<file path="src/rtl/ram_fifo_ctrl.sv">
// Pointer/flag controller that turns a 2**ADDR_W x 8 two-port RAM with registered
// read data into a synchronous FIFO; data bytes bypass this block entirely.
module ram_fifo_ctrl #(
  parameter int ADDR_W    = 4,
  parameter int AF_THRESH = 12
) (
  input  logic              clk,
  input  logic              reset,
  input  logic              push,
  input  logic              pop,
  input  logic              clr_err,
  output logic              ram_wen,
  output logic [ADDR_W-1:0] ram_waddr,
  output logic [ADDR_W-1:0] ram_raddr,
  output logic              rd_valid,
  output logic              full,
  output logic              empty,
  output logic              almost_full,
  output logic [ADDR_W:0]   count,
  output logic              overflow,
  output logic              underflow
);

  localparam logic [ADDR_W:0] FULL_CNT = {1'b1, {ADDR_W{1'b0}}};
  localparam logic [ADDR_W:0] AF_CNT   = AF_THRESH[ADDR_W:0];

  logic [ADDR_W-1:0] wr_ptr;
  logic [ADDR_W-1:0] rd_ptr;
  logic              pop_acc;
  logic              push_acc;

  assign full        = (count == FULL_CNT);
  assign empty       = (count == '0);
  assign almost_full = (count >= AF_CNT);

  // A push into a full FIFO is only safe when a pop frees the slot in the same cycle;
  // there is no bypass path for a pop on an empty FIFO.
  assign pop_acc  = pop & ~empty;
  assign push_acc = push & (~full | pop_acc);

  assign ram_wen   = push_acc & ~reset;
  assign ram_waddr = wr_ptr;
  assign ram_raddr = rd_ptr;

  always_ff @(posedge clk) begin
    if (reset) begin
      wr_ptr    <= '0;
      rd_ptr    <= '0;
      count     <= '0;
      rd_valid  <= 1'b0;
      overflow  <= 1'b0;
      underflow <= 1'b0;
    end else begin
      if (push_acc) wr_ptr <= wr_ptr + 1'b1;
      if (pop_acc)  rd_ptr <= rd_ptr + 1'b1;
      case ({push_acc, pop_acc})
        2'b10:   count <= count + 1'b1;
        2'b01:   count <= count - 1'b1;
        default: count <= count;
      endcase
      rd_valid <= pop_acc;
      // A new error in the same cycle as clr_err leaves the flag set.
      overflow  <= (overflow  & ~clr_err) | (push & ~push_acc);
      underflow <= (underflow & ~clr_err) | (pop  & ~pop_acc);
    end
  end

endmodule

</file>
<file path="config.mk">
export PLATFORM = sky130hd
export DESIGN_NAME = ram_fifo_ctrl
export DESIGN_NICKNAME = d
export VERILOG_FILES = /design/src/rtl/ram_fifo_ctrl.sv
export SDC_FILE = /design/constraint.sdc
export NUM_CORES = 1
export LEC_CHECK = 0
export ABC_AREA = 1
export CAP_MARGIN = 20
export CELL_PAD_IN_SITES_DETAIL_PLACEMENT = 1
export CELL_PAD_IN_SITES_GLOBAL_PLACEMENT = 2
export CORE_MARGIN = 4
export CORE_UTILIZATION = 26
export DETAILED_ROUTE_END_ITERATION = 8
export PLACE_DENSITY_LB_ADDON = 0.1
export SYNTH_ARGS = -nofsm -noshare
export SYNTH_HDL_FRONTEND = slang
export SYNTH_SLANG_ARGS = --single-unit
</file>
<file path="constraint.sdc">
create_clock -name clk -period 2.4 [get_ports clk]
set_input_delay 0.48 -clock clk [delete_from_list [all_inputs] [get_ports clk]]
set_output_delay 0.48 -clock clk [all_outputs]
set_load 0.01 [all_outputs]
</file>
---- Word level (Yosys, flattened, before mapping) ----
Cells that the tools add are included.
word-level totals
  word-level logic and storage cells ...... 33
  bits of input ports ..................... 5
  output and inout port bits .............. 20
  bits in registers ....................... 16
operators by class
  order comparisons ....................... 1
  eq/ne operators ......................... 3
  $add $sub $neg .......................... 4
  bitwise operators ....................... 16
  reductions and logical operators ........ 2
  muxes and demuxes ....................... 1
operator list
  kind                                                 count
  one-hot mux 5 bit (2 select lines)                   1
  adder 4 x 1 -> 4 bit, second input constant          2
  AND 1 bit                                            7
  NOT 1 bit                                            6
  adder 5 x 1 -> 5 bit, second input constant          1
  == test 5 bit, second input constant                 1
  >= comparator 5 x 4 -> 1 bit, second input constant  1
  logical NOT 5 bit                                    1
  subtractor 5 x 1 -> 5 bit, second input constant     1
  OR 1 bit                                             3
  == test 2 x 1 -> 1 bit, second input constant        1
  == test 2 bit, second input constant                 1
  nonzero test 2 bit                                   1

---- Longest topological paths before layout ----
  word-level depth ........................ 8
  depth in mapped cells ................... 15
  gate-level depth less buffers ........... 15

---- Worst setup path after synthesis ----
OpenSTA, ideal clock, no wires.
  path type ............................... input to register
  from .................................... input port pop
  to ...................................... register count[4]
  data arrival time ....................... 1.884 ns
  setup time .............................. 0.132 ns
  cell stages on the path ................. 14
  required time ........................... 2.268 ns
  path slack .............................. 0.384 ns
  cells stage by stage .................... inv_1 nand4_4 nand2_4 ha_1 inv_1 fa_1 inv_1 nand2_1 nand2_1 nand2_1 nand2_1 nand2_1 nand2_1 a21oi_2
between the ends
  word-level cells in the longest chain between the ends .. 5
  elaborated cells on any way between the ends .. 7
RTL lines
  what                                                                      line  source
  start: declaration                                                        10    input logic pop,
  AND 1 bit *                                                               38    assign pop_acc = pop & ~empty;
  OR 1 bit                                                                  39    assign push_acc = push & (~full | pop_acc);
  AND 1 bit                                                                 39
  == test 2 x 1 -> 1 bit or == test 2 bit (tied branches)                   56    case ({push_acc, pop_acc})
  one-hot mux 5 bit (2 select lines) or nonzero test 2 bit (tied branches)  --
  end signal: assignment                                                    57    2'b10: count <= count + 1'b1;
  end signal: assignment                                                    58    2'b01: count <= count - 1'b1;
  end signal: assignment                                                    59    default: count <= count;
  end: declaration                                                          19    output logic [ADDR_W:0] count,
Every way passes the cells marked *; elsewhere a longest branch is shown, timed or not.
A chain may end at the register's enable or synchronous reset.

---- Final worst setup path ----
  from .................................... input port pop
  to ...................................... register count[4]
between the ends
  word-level cells in the longest chain between the ends .. 5
  elaborated cells on any way between the ends .. 7
RTL lines
  what                                                                      line  source
  AND 1 bit *                                                               38
  named net pop_acc                                                         29    logic pop_acc;
  OR 1 bit                                                                  39
  AND 1 bit                                                                 39
  == test 2 x 1 -> 1 bit or == test 2 bit (tied branches)                   56
  one-hot mux 5 bit (2 select lines) or nonzero test 2 bit (tied branches)  --
The timed path passes the listed nets; every way through them passes the cells marked *.

==> qor.yml <==
setup_path:
  r2r-start: "count[4]"
  setup.worst_path.start_class: "input pin"
  critPathMaxFanout: 5
  crit_path_end_kind: "flop"
  ff2ff_setup_slack_ns: 0.30
  r2r-end: "count[4]"
  cp.arrival_ns: 2.43
  timing.critical_path.from: "pop"
  reg2regPathDepth: 14
  cp.required_ns: 2.63
  worstSetupPathType: "input pin to flop"
route:
  wl_um: 2540
  firstDrtPassIters: 4
  antenna_left: 0
  drcViolationCount: 0
  wl_per_cell_um: 12.3
  avgViaCountPerCell: 4.45
  num_vias: 916
  drt_iter0_markers: 22
floorplan:
  die_h_um: 67.6
  io-pin-count: 25
  die_area_um2: 4570
  initial_utilization_pct: 27.2
  die_w_um: 67.6
  rows: 21
  core_area_um2: 3390
power_and_ir_drop:
  clkPwrFrac_pct: 12.8
  combPwrFrac_pct: 57.3
  ir_drop_mv: 0.356
  leakage_nw: 0.614
  p_switching_uw: 598
  powerDensity_nw_per_um2: 1070
  switching_share_pct: 42.3
  seqPwrFrac_pct: 29.9
  p_int_uw: 815
place:
  gp_congestion: 0.740
  dp_slack_ns: -0.176
  place_hpwl_um: 2100
  port_buffers: 24
  dp.cells: 202
sta:
  min_period_over_period_pct: 91.6
  timing.fmax_mhz: 455
  finalSetupViolCount: 0
  rsz0062_at_grt: "false"
  layout_min_cycle_time_ns: 2.20
  maxSlewHeadroom_pct: 81.4
  worstMarginPinSlew_ns: 0.278
  hold_viol: 0
  skew_ns: 0.00414
  drv_slew: 0
  worst_slack_ns: 0.201
global_routing:
  grt_pass1_wl_um: 4530
  first_global_vias: 987
  grt_max_degree: 12
  grt_usage_pct: 13.1
  antenna_found_initial: 0
  grt-ovfl-total: 0
synth:
  syn-mean-instance-area_um2: 7.45
  seq_area_frac_synth_pct: 34.7
  async_flop_share_pct: 0
  ys_types: 25
  yosys-top-cells-count: "nand2_1 (27), dfxtp_1 (16), inv_1 (16)"
  yosys.area.top_type: "dfxtp_1"
  netlist_instances: 124
  synth_top_area_share_pct: 34.7
  synth_enable_flop_cells: 0
  synth-main-ff-cell: "dfxtp_1"
  synthesis.nets: 136
  synth-seq-cells: 16
  syn-cell-area_um2: 923
  synthTopCellsByArea: "dfxtp_1 (35%), nand2_1 (11%), ha_1 (8.1%)"
  post-synth-top-count-cell: "nand2_1"
  synth-warning-count: 0
min_path:
  hold_path_end: "underflow"
  whs_path_depth: 2
  hp-class: "flop to flop"
  worstHoldStart: "underflow"
cells_and_area:
  area_delta_synth_final_pct: 43.6
  antenna_cells: 0
  finalNonFillerCells: 206
  nets: 173
  nFillCells: 433
  utilization_pct: 39.1
  drive_above_1_share_pct: 18.1
clock_tree:
  clock-root-buffer: "clkbuf_4"
  clk_pin_slew_ns: 0.10
  insertion_delay_ns: 0.29
  cts_hold_buf: 0
  postCtsSetupBuffers: 0
  cts_resized: 0
  cts_buffers: 3
  htree_levels: 1
  clock_sinks: 16
  clockBufferDepth: 2
  cts_tree: "yes"
job:
  cap_violations: 0
status:
  status: "finished clean"
-- registers in the layout (all words and copies together), names as in the netlist --
name,flops
count,5
ram_raddr,4
ram_waddr,4
overflow,1
rd_valid,1
underflow,1
-- logic make-up (layout without fill, tap and decap cells) --
family                   Yosys count  in the layout  share of synthesized area (%)
AO/OA/AOI/OAI                     19             19                           11.1
XOR/XNOR                           3              3                           2.85
adder cells (fa/ha/maj)            7              7                           10.3
buffers and inverters             20             56                           8.40
flip-flops                        16             16                           34.7
AND/OR/NAND/NOR                   59             59                           32.7
-- cell type report --
cell class / count / area, um2 / area share [%]
inverter: 19 / 73.8 / 5.57
multi-input combinational: 88 / 528 / 39.8
clock buffer: 4 / 36.3 / 2.74
sequential: 16 / 320 / 24.2
tap: 46 / 57.6 / 4.34
timing repair buffer: 33 / 310 / 23.4
-- metrics by stage --
step	power, mW	TNS [ns]	hold slack (ns)	cell area, um2
after floorplan	0.864	0	0.487	923
after global placement	1.23	-0.163	0.455	1280
after detailed placement	1.24	-0.320	0.460	1280
after CTS	1.44	0	0.476	1320
after global routing	1.55	0	0.510	1330
final	1.41	0	0.470	1330
-- power groups by stage --
stage | combinational, mW | clock, mW | sequential [mW]
finish | 0.809 | 0.180 | 0.423
floorplan | 0.422 | 0 | 0.442
detailed placement | 0.814 | 0 | 0.430
global placement | 0.794 | 0 | 0.431
CTS | 0.819 | 0.195 | 0.426
global route | 0.912 | 0.201 | 0.437
-- cells in the final DEF, fill, tap and decap left out --
| cell | instances |
|---|---|
| a21oi_1 | 11 |
| a21oi_2 | 2 |
| and3_1 | 1 |
| buf_4 | 9 |
| clkbuf_4 | 3 |
| clkbuf_8 | 1 |
| clkdlybuf4s50_1 | 23 |
| clkinv_1 | 1 |
| dfxtp_1 | 16 |
| dlymetal6s2s_1 | 1 |
| fa_1 | 1 |
| ha_1 | 5 |
| ha_2 | 1 |
| inv_1 | 15 |
| inv_2 | 2 |
| inv_4 | 1 |
| nand2_1 | 27 |
| nand2_2 | 2 |
| nand2_4 | 2 |
| nand3_1 | 9 |
| nand3_2 | 1 |
| nand4_1 | 1 |
| nand4_4 | 1 |
| nor2_1 | 11 |
| nor2_2 | 1 |
| nor2_4 | 2 |
| o21ai_0 | 6 |
| or2_2 | 1 |
| xnor2_1 | 1 |
| xor2_1 | 2 |
-- worst max path at each step --
| stage | slack [ns] | endpoint | cells after the start |
|---|---|---|---|
| 2_1_floorplan | 0.38 | count[4] | 14 |
| 3_3_place_gp | -0.1 | count[4] | 15 |
| 3_5_place_dp | -0.18 | count[4] | 15 |
| 4_1_cts | 0.03 | ram_wen | 6 |
| 5_1_grt | 0.0004 | count[4] | 14 |
| 6_report | 0.20 | count[4] | 14 |
-- layer usage --
layer | vias to the layer above | wire length [um] | track usage (%)
met5 | - | 0 | 0
li1 | 467 | - | -
met1 | 433 | 1140 | 15.4
met3 | 4 | 109 | 4.16
met2 | 12 | 1270 | 22.8
met4 | 0 | 22 | 3.04
-- critical path: stages --
cell and delay (ns):
clkdlybuf4s50_1 0.50, buf_4 0.14, nand2_4 0.06, inv_4 0.05
ha_2 0.22, inv_1 0.08, fa_1 0.40, inv_1 0.07
nand2_1 0.04, nand2_1 0.07, nand3_1 0.08, nand2_1 0.07
nand2_1 0.06, a21oi_2 0.11
No activity file was read; power rests on OpenSTA's default activity.
